===== config.mk =====
export PLATFORM = sky130hd
export DESIGN_NAME = serial_alu_sequencer_flat
export DESIGN_NICKNAME = d
export VERILOG_FILES = /design/src/rtl/serial_alu_sequencer_if.sv /design/src/rtl/serial_alu_sequencer.sv /design/src/flat_wrapper.sv
export SDC_FILE = /design/constraint.sdc
export NUM_CORES = 1
export LEC_CHECK = 0
export CAP_MARGIN = 25
export CORE_MARGIN = 5
export CORE_UTILIZATION = 30
export DETAILED_ROUTE_END_ITERATION = 7
export GPL_ROUTABILITY_DRIVEN = 0
export PLACE_DENSITY = 0.49
export REMOVE_ABC_BUFFERS = 1
export SLEW_MARGIN = 0
export SYNTH_ARGS = -nofsm -noshare
export SYNTH_HDL_FRONTEND = slang
export SYNTH_SLANG_ARGS = --single-unit

===== constraint.sdc =====
create_clock -name clock -period 1.8 [get_ports clock]
set_input_delay 0.36 -clock clock [delete_from_list [all_inputs] [get_ports clock]]
set_output_delay 0.36 -clock clock [all_outputs]
set_load 0.02 [all_outputs]

===== src/rtl/serial_alu_sequencer_if.sv =====
// Request/result bus and one-bit ALU slice bus of the bit-serial ALU sequencer.
// The sequencer uses the slave modport; the requester together with the slice uses master.
interface serial_alu_sequencer_if #(
    parameter int WIDTH = 32
);
    logic             start;
    logic [WIDTH-1:0] a;
    logic [WIDTH-1:0] b;
    logic             Binvert;
    logic [1:0]       Operation;
    logic             busy;
    logic             done;
    logic [WIDTH-1:0] result;
    logic             carry_out;
    logic             overflow;
    logic             zero;
    logic             slice_a;
    logic             slice_b;
    logic             slice_cin;
    logic             slice_binvert;
    logic [1:0]       slice_op;
    logic             slice_result;
    logic             slice_cout;

    modport slave (
        input  start, a, b, Binvert, Operation, slice_result, slice_cout,
        output busy, done, result, carry_out, overflow, zero,
               slice_a, slice_b, slice_cin, slice_binvert, slice_op
    );

    modport master (
        output start, a, b, Binvert, Operation, slice_result, slice_cout,
        input  busy, done, result, carry_out, overflow, zero,
               slice_a, slice_b, slice_cin, slice_binvert, slice_op
    );
endinterface


===== src/rtl/serial_alu_sequencer.sv =====
// Bit-serial ALU controller: feeds an external one-bit slice LSB first over WIDTH cycles.
// Define SERIAL_ALU_SLT_EN to make op 11 a set-less-than; otherwise op 11 yields zero.
module serial_alu_sequencer #(
    parameter int WIDTH = 32
) (
    input  logic                   clock,
    input  logic                   reset_n,
    serial_alu_sequencer_if.slave  bus
);
    localparam int CW = $clog2(WIDTH);

    typedef enum logic [1:0] {IDLE, RUN, DONE} state_t;

    state_t           state;
    logic [WIDTH-1:0] a_sh;
    logic [WIDTH-1:0] b_sh;
    logic [WIDTH-1:0] res_q;
    logic [CW-1:0]    cnt;
    logic             carry_q;
    logic             binv_q;
    logic [1:0]       op_q;
    logic             busy_q;
    logic             done_q;
    logic             cout_q;
    logic             ovf_q;
    logic             zero_q;

    logic             run;
    logic             last;
    logic             is_add;
    logic             is_slt;
    logic             arith;
    logic             carry_init;
    logic [1:0]       op_run;
    logic             binv_run;
    logic [WIDTH-1:0] res_next;
    logic [WIDTH-1:0] res_final;
    logic             ovf_next;

    // Final result selection; op 11 collapses the subtraction into a single less-than bit.
    function automatic logic [WIDTH-1:0] final_result(input logic [1:0] op,
                                                      input logic [WIDTH-1:0] shifted,
                                                      input logic ovf);
        final_result = shifted;
        if (op == 2'b11) begin
`ifdef SERIAL_ALU_SLT_EN
            final_result = {{(WIDTH-1){1'b0}}, shifted[WIDTH-1] ^ ovf};
`else
            final_result = '0;
`endif
        end
    endfunction

    assign run    = (state == RUN);
    assign last   = (cnt == CW'(WIDTH - 1));
    assign is_add = (op_q == 2'b10);
    assign is_slt = (op_q == 2'b11);
    assign arith  = op_q[1];

`ifdef SERIAL_ALU_SLT_EN
    assign op_run     = is_slt ? 2'b10 : op_q;
    assign binv_run   = binv_q | is_slt;
    assign carry_init = (bus.Operation == 2'b11) ? 1'b1 : bus.Binvert;
`else
    assign op_run     = is_slt ? 2'b00 : op_q;
    assign binv_run   = binv_q;
    assign carry_init = bus.Binvert;
`endif

    assign bus.slice_a       = run & a_sh[0];
    assign bus.slice_b       = run & b_sh[0];
    assign bus.slice_cin     = run & carry_q;
    assign bus.slice_binvert = run & binv_run;
    assign bus.slice_op      = run ? op_run : 2'b00;

    // The carry FF holds the carry into the bit in flight, so on the last bit it is the MSB carry-in.
    assign res_next  = {bus.slice_result, res_q[WIDTH-1:1]};
    assign ovf_next  = carry_q ^ bus.slice_cout;
    assign res_final = final_result(op_q, res_next, ovf_next);

    always_ff @(posedge clock or negedge reset_n) begin
        if (!reset_n) begin
            state   <= IDLE;
            a_sh    <= '0;
            b_sh    <= '0;
            res_q   <= '0;
            cnt     <= '0;
            carry_q <= 1'b0;
            binv_q  <= 1'b0;
            op_q    <= 2'b00;
            busy_q  <= 1'b0;
            done_q  <= 1'b0;
            cout_q  <= 1'b0;
            ovf_q   <= 1'b0;
            zero_q  <= 1'b0;
        end else begin
            case (state)
                IDLE: begin
                    done_q <= 1'b0;
                    if (bus.start) begin
                        a_sh    <= bus.a;
                        b_sh    <= bus.b;
                        binv_q  <= bus.Binvert;
                        op_q    <= bus.Operation;
                        carry_q <= carry_init;
                        cnt     <= '0;
                        busy_q  <= 1'b1;
                        state   <= RUN;
                    end
                end
                RUN: begin
                    a_sh <= a_sh >> 1;
                    b_sh <= b_sh >> 1;
                    cnt  <= cnt + 1'b1;
                    if (arith) begin
                        carry_q <= bus.slice_cout;
                    end
                    if (last) begin
                        res_q  <= res_final;
                        cout_q <= is_add & bus.slice_cout;
                        ovf_q  <= is_add & ovf_next;
                        zero_q <= ~|res_final;
                        done_q <= 1'b1;
                        busy_q <= 1'b0;
                        state  <= DONE;
                    end else begin
                        res_q <= res_next;
                    end
                end
                DONE: begin
                    done_q <= 1'b0;
                    state  <= IDLE;
                end
                default: begin
                    state <= IDLE;
                end
            endcase
        end
    end

    assign bus.busy      = busy_q;
    assign bus.done      = done_q;
    assign bus.result    = res_q;
    assign bus.carry_out = cout_q;
    assign bus.overflow  = ovf_q;
    assign bus.zero      = zero_q;
endmodule


===== src/flat_wrapper.sv =====
// flat-port wrapper written by rule: the top's interface ports become plain ports
module serial_alu_sequencer_flat 
#(
    parameter int WIDTH = 32
)
  (clock, reset_n, bus_start, bus_a, bus_b, bus_Binvert, bus_Operation, bus_slice_result, bus_slice_cout, bus_busy, bus_done, bus_result, bus_carry_out, bus_overflow, bus_zero, bus_slice_a, bus_slice_b, bus_slice_cin, bus_slice_binvert, bus_slice_op);
  serial_alu_sequencer_if #(.WIDTH(WIDTH)) bus_i ();
  input  logic clock;
  input  logic reset_n;
  input wire logic [$bits(bus_i.start)-1:0] bus_start;
  input wire logic [$bits(bus_i.a)-1:0] bus_a;
  input wire logic [$bits(bus_i.b)-1:0] bus_b;
  input wire logic [$bits(bus_i.Binvert)-1:0] bus_Binvert;
  input wire logic [$bits(bus_i.Operation)-1:0] bus_Operation;
  input wire logic [$bits(bus_i.slice_result)-1:0] bus_slice_result;
  input wire logic [$bits(bus_i.slice_cout)-1:0] bus_slice_cout;
  output wire logic [$bits(bus_i.busy)-1:0] bus_busy;
  output wire logic [$bits(bus_i.done)-1:0] bus_done;
  output wire logic [$bits(bus_i.result)-1:0] bus_result;
  output wire logic [$bits(bus_i.carry_out)-1:0] bus_carry_out;
  output wire logic [$bits(bus_i.overflow)-1:0] bus_overflow;
  output wire logic [$bits(bus_i.zero)-1:0] bus_zero;
  output wire logic [$bits(bus_i.slice_a)-1:0] bus_slice_a;
  output wire logic [$bits(bus_i.slice_b)-1:0] bus_slice_b;
  output wire logic [$bits(bus_i.slice_cin)-1:0] bus_slice_cin;
  output wire logic [$bits(bus_i.slice_binvert)-1:0] bus_slice_binvert;
  output wire logic [$bits(bus_i.slice_op)-1:0] bus_slice_op;
  assign bus_i.start = bus_start;
  assign bus_i.a = bus_a;
  assign bus_i.b = bus_b;
  assign bus_i.Binvert = bus_Binvert;
  assign bus_i.Operation = bus_Operation;
  assign bus_i.slice_result = bus_slice_result;
  assign bus_i.slice_cout = bus_slice_cout;
  assign bus_busy = bus_i.busy;
  assign bus_done = bus_i.done;
  assign bus_result = bus_i.result;
  assign bus_carry_out = bus_i.carry_out;
  assign bus_overflow = bus_i.overflow;
  assign bus_zero = bus_i.zero;
  assign bus_slice_a = bus_i.slice_a;
  assign bus_slice_b = bus_i.slice_b;
  assign bus_slice_cin = bus_i.slice_cin;
  assign bus_slice_binvert = bus_i.slice_binvert;
  assign bus_slice_op = bus_i.slice_op;
  serial_alu_sequencer #(.WIDTH(WIDTH)) u_core (.clock(clock), .reset_n(reset_n), .bus(bus_i));
endmodule

Word level (Yosys, flattened, before mapping):

Cells that the tools add are included.

* register bits after elaboration: 112
* input port bits: 72
* output and inout port bits: 43
* logic and storage cells: 63

* add/sub/neg operators: 1
* eq/ne operators: 8
* multiplexer cells: 21
* bitwise gates (word level): 7
* reductions and logical operators: 13

Operator list (count)
* two-way mux 32 bit: 4
* case mux 32 bit (2 select lines): 2
* OR reduction 32 bit: 1
* case mux 5 bit (2 select lines): 1
* AND reduction 2 bit: 5
* two-way mux 2 bit: 4
* bitwise AND 1 bit: 6
* == test 2 bit, second input constant: 3
* case mux 1 bit (2 select lines): 3
* AND reduction 3 bit: 2
* adder 5 x 1 -> 5 bit, second input constant: 1
* == test 5 bit, second input constant: 1
* two-way mux 1 bit: 5
* two-way mux 5 bit: 1
* != test 2 bit, second input constant: 2
* case mux 2 bit (2 select lines): 1
* nonzero test 2 bit: 2
* == test 2 x 1 -> 1 bit, second input constant: 1
* logical NOT 2 bit: 1
* != test 2 x 1 -> 1 bit, second input constant: 1
* OR reduction 2 bit: 1
* logical NOT 1 bit: 1
* bitwise XOR 1 bit: 1

Logic depth before layout (Yosys ltp):

Gate-level depths: netlist of the first run.

* depth in word-level cells: 4
* depth in mapped cells: 7
* mapped depth without buffers: 6

Worst setup path before layout of the first run:

Ideal clock, no wire load.

* path type: register -> output
* from: reg u_core.state[1]
* to: out bus_slice_op[0]
* data arrival time: 1361 ps
* required time: 1440 ps
* slack: 79 ps
* cell stages (with the launch flop): 5
* path buffers: 2
* path through: dfrtp_1 -> nand2b_4 -> buf_6 -> buf_2 -> nor3b_1

* cells in the longest elaborated chain, start to end: 2

RTL lines
* start, declared: RTL line serial_alu_sequencer.sv:14 `state_t state;`
* start signal, assigned: RTL line serial_alu_sequencer.sv:83 `state <= IDLE;`
* start signal, assigned: RTL line serial_alu_sequencer.sv:108 `state <= RUN;`
* start signal, assigned: RTL line serial_alu_sequencer.sv:125 `state <= DONE;`
* == test 2 x 1 -> 1 bit: RTL line serial_alu_sequencer.sv:54 `assign run = (state == RUN);`
* two-way mux 2 bit: RTL line serial_alu_sequencer.sv:74 `assign bus.slice_op = run ? op_run : 2'b00;`
* end, declared: RTL line flat_wrapper.sv:27 `output wire logic [$bits(bus_i.slice_op)-1:0] bus_slice_op;`

No other way between the ends.

Final worst setup path of the first run:

* from: reg u_core.res_q[30] (netlist: u_core.bus.result[30])
* to: out bus_result[30]

RTL lines
* start, declared: RTL line serial_alu_sequencer.sv:17 `logic [WIDTH-1:0] res_q;`
* start signal, assigned: RTL line serial_alu_sequencer.sv:119 `res_q <= res_final;`
* start signal, assigned: RTL line serial_alu_sequencer.sv:127 `res_q <= res_next;`
* end, declared: RTL line flat_wrapper.sv:19 `output wire logic [$bits(bus_i.result)-1:0] bus_result;`

No word-level cell between the ends.

==> flow_metrics.tcl, run 1 <==
set metrics [dict create \
    p_leak_uw 0.00316 \
    place_area_um2 6470 \
    synth_cells 476 \
    fill_cells 1567 \
    yosys_warnings 0 \
    worst_pin_slew_ps 546 \
    core_area_um2 16500 \
    clock_latency_ps 360 \
    ys.flop_type "dfrtp_1" \
    die_area_um2 19500 \
    postCtsHoldBufs 0 \
    period_share 0.986 \
    synth_edf_count 0 \
    fmaxAchievable_ghz 0.563 \
    vias 4157 \
    critPathRequiredTime_ps 1440 \
    drtPass1Iterations 4 \
    clkPwrFrac 0.204 \
    crit_family "buffers and inverters" \
    finalHoldViolations 0 \
    cts_root_buf "clkbuf_16" \
    layout-drive-gt1-share 0.128 \
    io_pins 115 \
    finClkSkew_ps 8.42 \
    grt_pass1_wl_mm 22.8 \
    clock_path_buffers 2 \
    slowest_delay_ps 630 \
    synth.largest_area_cell "dfrtp_1" \
    p_sw_uw 3600 \
    yosys-top-cells-count "112 x dfrtp_1, 67 x o21ai_0, 62 x a22oi_1, 49 x nand2_1" \
    nets 672 \
    finish.instance_area_um2 6940 \
    cp_max_fo 4 \
    crit_type "register to primary output" \
    cts_buffers 9 \
    yosysMostFrequentCell "dfrtp_1" \
    seq_power_share 0.428 \
    end_kind "primary output" \
    grt_pass1_vias 4147 \
    grt_max_degree 48 \
    setup-tns-final_ps 0 \
    path_buf_inv 1 \
    power.total_uw 9960 \
    wl_per_cell_um 17.3 \
    clk_pin_slew_ps 90 \
    fin_crit_ps 1780 \
    ant_nets 0 \
    start_util 0.305 \
    clock-sinks 112 \
    tritoncts "done" \
    viasPerCell 5.05 \
    ys_seq_area_frac 0.555 \
    die_x_um 140 \
    h-tree-depth 3 \
    port_buffers 114 \
    drc 0 \
    pwr-share-comb 0.368 \
    setup_violations 0 \
    synthToLayoutAreaGrowth_pct 37.5 \
    drt_iter0_markers 271 \
    p_int_uw 6360 \
    grt.overflow.total 0 \
    power_density_nw_per_um2 1440 \
    synthTopCellsByArea "dfrtp_1 56%, a22oi_1 9.2%, o21ai_0 6.6%" \
    synth_cell_types 33 \
    syn_area_per_cell_um2 10.6 \
    antenna_found_initial 0 \
    rows 47 \
    drv_slew 0 \
    syn_area_um2 5050 \
    diodes 0 \
    critPathSlowestCell "clkdlybuf4s50_1" \
    slew_headroom 0.636 \
    p_sw_frac 0.361 \
    synth.top_cell.area_share 0.555 \
    synth_seq_cells 112 \
    hpwl_mm 9.15 \
    dieHeight_um 140 \
    maxCapViolCount 0 \
    async_flop_share 1.00 \
    startpoint_type "register" \
    vdd_drop_max_uv 528 \
    final_util 0.420 \
    status "finished clean" \
    path_cells "clkdlybuf4s50_1" \
    min_path_type "primary input to async pin" \
    routed_wl_mm 14.3 \
    grt_usage 0.143 \
    arrival_ps 1420 \
]
-- cell type report --
type / instances / area, µm² / area share
Sequential cell: 112 / 2810 / 0.404
Multi-Input combinational cell: 320 / 2020 / 0.291
Timing Repair Buffer: 153 / 1540 / 0.222
Tap cell: 220 / 275 / 0.0397
Clock buffer: 9 / 225 / 0.0325
Clock inverter: 7 / 66.3 / 0.00956
Inverter: 2 / 7.51 / 0.00108
-- state kept, by name, summed over array words and instances, names as in the netlist --
signal	count
u_core.op_q	2
u_core.bus.zero	1
u_core.state	2
u_core.bus.done	1
u_core.bus.result	32
u_core.carry_q	1
u_core.a_sh	32
u_core.bus.carry_out	1
u_core.binv_q	1
u_core.bus.overflow	1
u_core.b_sh	32
u_core.bus.busy	1
u_core.cnt	5
-- timing repair --
action,in CTS,in global routing
buffers inserted,5,3
setup endpoints to repair,10,65
gates cloned,0,3
pin swaps,0,1
resized for setup,28,25
-- path summary, 6_finish.rpt --
check | slack (ps) | cells after the start | to | start
worst max register to register | 90 | 7 | u_core.bus.result[20] | u_core.cnt[0]
worst min register to register | 480 | 2 | u_core.a_sh[17] | u_core.a_sh[17]
worst min-delay path | 50 | 2 | u_core.bus.zero | reset_n
min in group clock | 480 | 2 | u_core.a_sh[17] | u_core.a_sh[17]
worst max-delay path | 20 | 1 | bus_result[30] | u_core.bus.result[30]
max in group asynchronous | 1330 | 2 | u_core.a_sh[10] | reset_n
-- stage by stage --
stage / hold WS (ps) / worst slack (ps) / instances
2_1_floorplan: 64.4 / -1760 / 434
3_3_place_gp: 444 / -71.2 / 796
3_5_place_dp: 448 / -79.5 / 796
4_1_cts: 50.2 / 0.173 / 817
5_1_grt: 75.6 / -6.33 / 823
6_report: 47.6 / 24.9 / 823
-- power by group through the flow --
stage               Clock (µW)  Sequential, µW  Combinational (µW)
floorplan                    0            4540                1610
global placement             0            4270                3550
detailed placement           0            4300                3620
CTS                       2100            4260                3610
global route              2190            4400                4030
finish                    2030            4260                3660
-- kinds of logic (layout without fill, tap and decap cells) --
kind of cell	Yosys count	count (layout)	share of synthesized area
xor gates and xnor gates	1	1	0.00174
buffers and inverters	44	171	0.0521
and+or+nand+nor	110	110	0.114
DFF	112	112	0.555
AOI/OAI and AO/OA	205	205	0.267
adders and majority gates	2	2	0.00496
muxes	2	2	0.00496
-- cell usage in the layout (no fill, tap or decap), drive strengths merged --
master / n
a21oi: 35
a22o: 36
a22oi: 62
a31oi: 1
and2: 4
and2b: 1
and3: 1
buf: 42
clkbuf: 13
clkdlybuf4s50: 87
dfrtp: 112
dlygate4sd2: 4
dlymetal6s2s: 16
ha: 2
inv: 9
mux2: 1
mux2i: 1
nand2: 50
nand2b: 4
nand3: 1
nand4: 3
nor2: 1
nor2b: 36
nor3b: 1
nor4: 8
o21ai: 67
o21bai: 1
o22ai: 1
o31ai: 2
xnor2: 1
-- metal layers --
layer | GRT usage | part of all wire
met4 | 0.0490 | 0.015
met1 | 0.201 | 0.48
met5 | 0 | 0
met2 | 0.219 | 0.46
met3 | 0.0281 | 0.039
Note: power is estimated with default switching activity, not from simulation.
==> run 2: changes to the inputs <==
--- a/config.mk
+++ b/config.mk
@@ -5,11 +5,12 @@
 export SDC_FILE = /design/constraint.sdc
 export NUM_CORES = 1
 export LEC_CHECK = 0
-export CAP_MARGIN = 25
+export CAP_MARGIN = 20
 export CORE_MARGIN = 5
 export CORE_UTILIZATION = 30
 export DETAILED_ROUTE_END_ITERATION = 7
 export GPL_ROUTABILITY_DRIVEN = 0
+export MAX_ROUTING_LAYER = met4
 export PLACE_DENSITY = 0.49
 export REMOVE_ABC_BUFFERS = 1
 export SLEW_MARGIN = 0
==> run 2 against run 1 <==
- register-to-register slack hardly changed
- largest cell class unchanged
- largest power group unchanged
- flip-flop and latch count unchanged
- critical path type unchanged
- maximum frequency decreased by 0.14%
- sequential share of layout area did not move
==> flow_metrics.tcl, run 2 (synthesized netlist as in run 1, its figures left out) <==
set metrics [dict create \
    grt.overflow.total 0 \
    startpoint_type "register" \
    critPathSlowestCell "clkdlybuf4s50_1" \
    drt_iter0_markers 237 \
    crit_family "buffers and inverters" \
    h-tree-depth 3 \
    clock_latency_ps 360 \
    maxCapViolCount 0 \
    start_util 0.305 \
    fmaxAchievable_ghz 0.563 \
    wl_per_cell_um 17.5 \
    crit_type "register to primary output" \
    worst_pin_slew_ps 540 \
    final_util 0.420 \
    final_cell_mix "110 x dfrtp_1, 87 x clkdlybuf4s50_1, 67 x o21ai_0" \
    clock-sinks 112 \
    cp_max_fo 4 \
    grt_pass1_wl_mm 22.8 \
    power_density_nw_per_um2 1440 \
    cts_root_buf "clkbuf_16" \
    vias 4152 \
    dieHeight_um 140 \
    finish.instance_area_um2 6940 \
    path_cells "clkdlybuf4s50_1" \
    die_x_um 140 \
    grt_max_degree 48 \
    arrival_ps 1420 \
    tritoncts "done" \
    min_path_type "primary input to async pin" \
    port_buffers 114 \
    critPathRequiredTime_ps 1440 \
    rows 47 \
    finClkSkew_ps 8.41 \
    period_share 0.988 \
    nets 672 \
    antenna_found_initial 0 \
    core_area_um2 16500 \
    die_area_um2 19500 \
    setup_violations 0 \
    drv_slew 0 \
    clock_path_buffers 2 \
    finalHoldViolations 0 \
    drc 0 \
    status "finished clean" \
    grt_usage 0.147 \
    fin_crit_ps 1780 \
    place_area_um2 6470 \
    grt_pass1_vias 4155 \
    slew_headroom 0.640 \
    diodes 0 \
    final_common_cell "dfrtp_1" \
    routed_wl_mm 14.4 \
    fill_cells 1568 \
    vdd_drop_max_uv 529 \
    hpwl_mm 9.15 \
    viasPerCell 5.04 \
    cts_buffers 9 \
    synthToLayoutAreaGrowth_pct 37.5 \
    slowest_delay_ps 630 \
    path_buf_inv 1 \
    ant_nets 0 \
    p_leak_uw 0.00316 \
    io_pins 115 \
    end_kind "primary output" \
    layout-drive-gt1-share 0.128 \
    drtPass1Iterations 5 \
    clk_pin_slew_ps 80 \
]
run 2: cell counts in the layout (fill, tap and decap cells not counted):
Identical to the previous run, type by type.
run 2: per-stage QoR:
stage / hold WS [ps] / setup WS [ps] / cells / total power (µW) / setup TNS (ps)
2_1_floorplan: 64.4 / -1760 / 434 / 6150 / -118040
3_3_place_gp: 444 / -71.2 / 796 / 7830 / -158
3_5_place_dp: 448 / -79.5 / 796 / 7920 / -283
4_1_cts: 50.2 / 0.173 / 817 / 9970 / 0
5_1_grt: 75.7 / -6.32 / 823 / 10600 / -27.2
6_report: 45.9 / 22.3 / 823 / 9970 / 0
run 2: worst paths after layout:
path	endpoint	slack, ps	cells after the start	start
max	bus_result[30]	20	1	u_core.bus.result[30]
min	u_core.bus.overflow	50	2	reset_n
max reg2reg	u_core.bus.result[28]	90	7	u_core.cnt[0]
min reg2reg	u_core.a_sh[17]	480	2	u_core.a_sh[17]
max in group asynchronous	u_core.a_sh[10]	1340	2	reset_n
min in group clock	u_core.a_sh[17]	480	2	u_core.a_sh[17]
run 2: area by class of cell:
type | count | area (µm²) | share of cell area
flip-flops and latches | 112 | 2810 | 0.404
multi-input cells | 320 | 2020 | 0.291
repair buffers | 153 | 1540 | 0.222
well taps | 220 | 275 | 0.0397
clock buffers | 9 | 225 | 0.0325
clock inverters | 7 | 66.3 | 0.00956
inverters | 2 | 7.51 | 0.00108
run 2: routing by layer:
layer / part of all wire / vias to the layer above / track usage / wire [µm]
li1: - / 1985 / - / -
met1: 0.49 / 2061 / 0.202 / 6980
met2: 0.46 / 92 / 0.220 / 6670
met3: 0.035 / 14 / 0.0254 / 499
met4: 0.015 / 0 / 0.0490 / 222
met5: 0 / - / - / 0
run 2: what timing repair did:
action,CTS,global route
pin swaps,0,1
hold buffers,0,0
cloned,0,3
buffers inserted,5,3
resized for setup,28,25
setup endpoints to repair,10,65
run 2: report_power, final:
group	leakage (µW)	internal, µW	switching, µW
Sequential	0.00144	3480	788
Clock	0.000146	987	1040
Combinational	0.00158	1900	1770
Total	0.00316	6360	3610
==> patch (config.mk and constraints of run 1) <==
Build with the macro `SERIAL_ALU_SLT_EN` defined.
--- a/src/rtl/serial_alu_sequencer.sv
+++ b/src/rtl/serial_alu_sequencer.sv
@@ -1,4 +1,6 @@
 // Bit-serial ALU controller: feeds an external one-bit slice LSB first over WIDTH cycles.
 // Define SERIAL_ALU_SLT_EN to make op 11 a set-less-than; otherwise op 11 yields zero.
+`define SERIAL_ALU_SLT_EN
+
 module serial_alu_sequencer #(
     parameter int WIDTH = 32
Check against the original RTL: not equivalent (Yosys sat finds a counterexample within 4 cycles, from zero or initial values and one cycle with reset_n low).
==> patch against run 1 <==
- worst setup slack better by 18 ps
- clock skew is 1.6 ps lower
- worst hold slack worse by 32 ps
- power increased by 0.11%
- sequential share of layout area increased by 0.24 points
- wire length is 1.1% lower
- final area is 0.60% lower
- synthesized area down 0.89%
- register-to-register slack got worse by 40 ps
- sequential cell count unchanged
- critical path depth unchanged
- critical endpoint is now bus_result[24]
==> patch: results (changes against run 1) <==
Setup path
  • R2r startpoint: u_core.cnt[1] (was u_core.cnt[0])
  • Slowest stage delay, CP: 630 ps (about the same)
  • FF-to-FF path depth: 7 (unchanged)
  • Reg2Reg Capture Point: u_core.bus.result[8] (was u_core.bus.result[20])
  • Crit path max-delay family: buffers and inverters (unchanged)
  • Slowest cell on the critical path: clkdlybuf4s50_1 (unchanged)
  • FF-to-FF setup slack: 50 ps (was 90 ps)
  • Crit-path max FO: 4 (unchanged)

Power
  • Worst vdd ir: 0.000932 V (was 0.000528 V)
  • LEAKAGE: 0.00315 uW (was 0.00316 uW)

Synth
  • Seq/Total Area, Yosys: 56.0% (was 55.5%)
  • EDFF count, synth: 0 (unchanged)
  • Xor and xnor area share after synthesis: 0.350% (was 0.174%)
  • Synth Area in Adders: 0.500% (was 0.496%)
  • Ys async rst share: 100% (unchanged)
  • Synth cell count leaders: dfrtp_1 (112), o21ai_0 (68), a22oi_1 (62), nand2_1 (49) (was dfrtp_1 (112), o21ai_0 (67), a22oi_1 (62), nand2_1 (49))
  • Main synth FF type: dfrtp_1 (unchanged)
  • Mean Syn Cell Area: 10.4 um^2 (was 10.6 um^2)
  • Synth top area cells: dfrtp_1 (56%), a22oi_1 (9.3%), o21ai_0 (6.8%) (was dfrtp_1 (56%), a22oi_1 (9.2%), o21ai_0 (6.6%))
  • Warnings, synthesis: 0 (unchanged)
  • Synth Area in Compound Gates: 27.0% (was 26.7%)
  • Unique masters post-synth: 35 (was 33)
  • Mux cell area share after synthesis: 0.200% (was 0.496%)

Clock tree
  • CTS H-tree depth: 3 (unchanged)
  • Clock insertion delay at the later pin of the skew report: 350 ps
  • CTS Buf Count: 9 (unchanged)
  • Clock-pin slew on the worst setup and hold paths: 70 ps (was 90 ps)
  • Max clock buf depth: 2 (unchanged)
  • Root Driver: clkbuf_16 (unchanged)

GRT
  • Antenna violations before repair: 0 (unchanged)
  • Number of global-route vias before repair: 4262 (was 4147)
  • Gr usage total: 14.5% (was 14.3%)
  • First-pass GRT wire length: 23000 um (was 22800 um)
  • Largest net degree at the start of global routing: 70 (was 48)

Placed design
  • Place WS: -122 ps (was -79.5 ps)
  • Detailed Place HPWL: 9150 um (about the same)
  • I/O Buffers: 114 (unchanged)
  • Placed cells: 799 (was 796)
  • Placed Area: 6500 um^2 (was 6470 um^2)

Finish
  • Filler cells: 1610 (was 1567)
  • Nets: 669 (was 672)
  • Share of layout cells above drive strength 1: 12.2% (was 12.8%)
  • Area of the multi-input gates: 2040 um^2 (was 2020 um^2)
  • Antenna diodes: 0 (unchanged)

STA
  • Hold slack final: 16.0 ps (was 47.6 ps)
  • Clock skew: 6.82 ps (was 8.42 ps)
  • Worst slew margin: 66.0% (was 63.6%)

Drt
  • Initial drt markers: 275 (was 271)
  • Routed WL per cell: 17.2 um (was 17.3 um)
  • Pre-antenna DRT Iters: 4 (unchanged)
  • Vias per std cell: 5.08 (was 5.05)
  • Vias: 4164 (was 4157)

Status
  • Status: completed (unchanged)

Min path
  • HP Class: input port to async pin (unchanged)
patch: cell types whose count changed in the layout (fill, tap and decap cells not counted), sizes merged, moves of 2 or more:
| cell | change |
|---|---|
| clkinv | +3 |
| inv | -7 |
| clkbuf | -2 |
| o31ai | -2 |
| dlygate4sd2 | +3 |
| buf | -5 |
| nor2 | +2 |
| clkdlybuf4s50 | -4 |
patch: final cells by class:
type	instances	area share (%)
multi-input combinational	325	29.6
inverter	2	0.109
clock buffer	11	3.52
timing repair buffer	145	21.3
tap	220	3.99
clock inverter	5	0.816
sequential	112	40.7
patch: logic make-up (layout without fill, tap and decap cells):
family | after synthesis | after routing
AOI/OAI and AO/OA | 208 | 208
DFF | 112 | 112
and+or+nand+nor | 112 | 112
buffers and inverters | 44 | 163
adders and majority gates | 2 | 2
xor gates and xnor gates | 2 | 2
muxes | 1 | 1
patch: worst max path at each step:
stage	start	end	slack, ps	depth (start not counted)
3_5_place_dp	bus_start	u_core.carry_q	-120	5
5_1_grt	u_core.cnt[1]	u_core.bus.result[18]	-20	7
4_1_cts	u_core.bus.result[14]	bus_result[14]	8	1
3_3_place_gp	bus_start	u_core.b_sh[22]	-110	5
6_report	u_core.bus.result[24]	bus_result[24]	40	1
2_1_floorplan	u_core.state[0]	u_core.bus.result[25]	-1370	3
patch: metal layers:
metal  track usage [%]  vias up  part of all wire, %
li1                  -     1986                    -
met3              5.69       10                  7.6
met2              22.2      121                   46
met5                 0        -                    0
met4              4.17        0                  1.3
met1              19.2     2047                   45
patch: what timing repair did:
item	4_1_cts	5_1_grt
hold buffers	0	0
gates cloned	1	0
pin swaps	1	2
resized for setup	32	26
setup buffers	3	1
endpoints found under the setup margin	39	39
patch: report_power, final:
part	total, uW	internal (uW)	switching [uW]
combinational	3650	1860	1780
clock	2030	1120	910
sequential	4300	3490	809
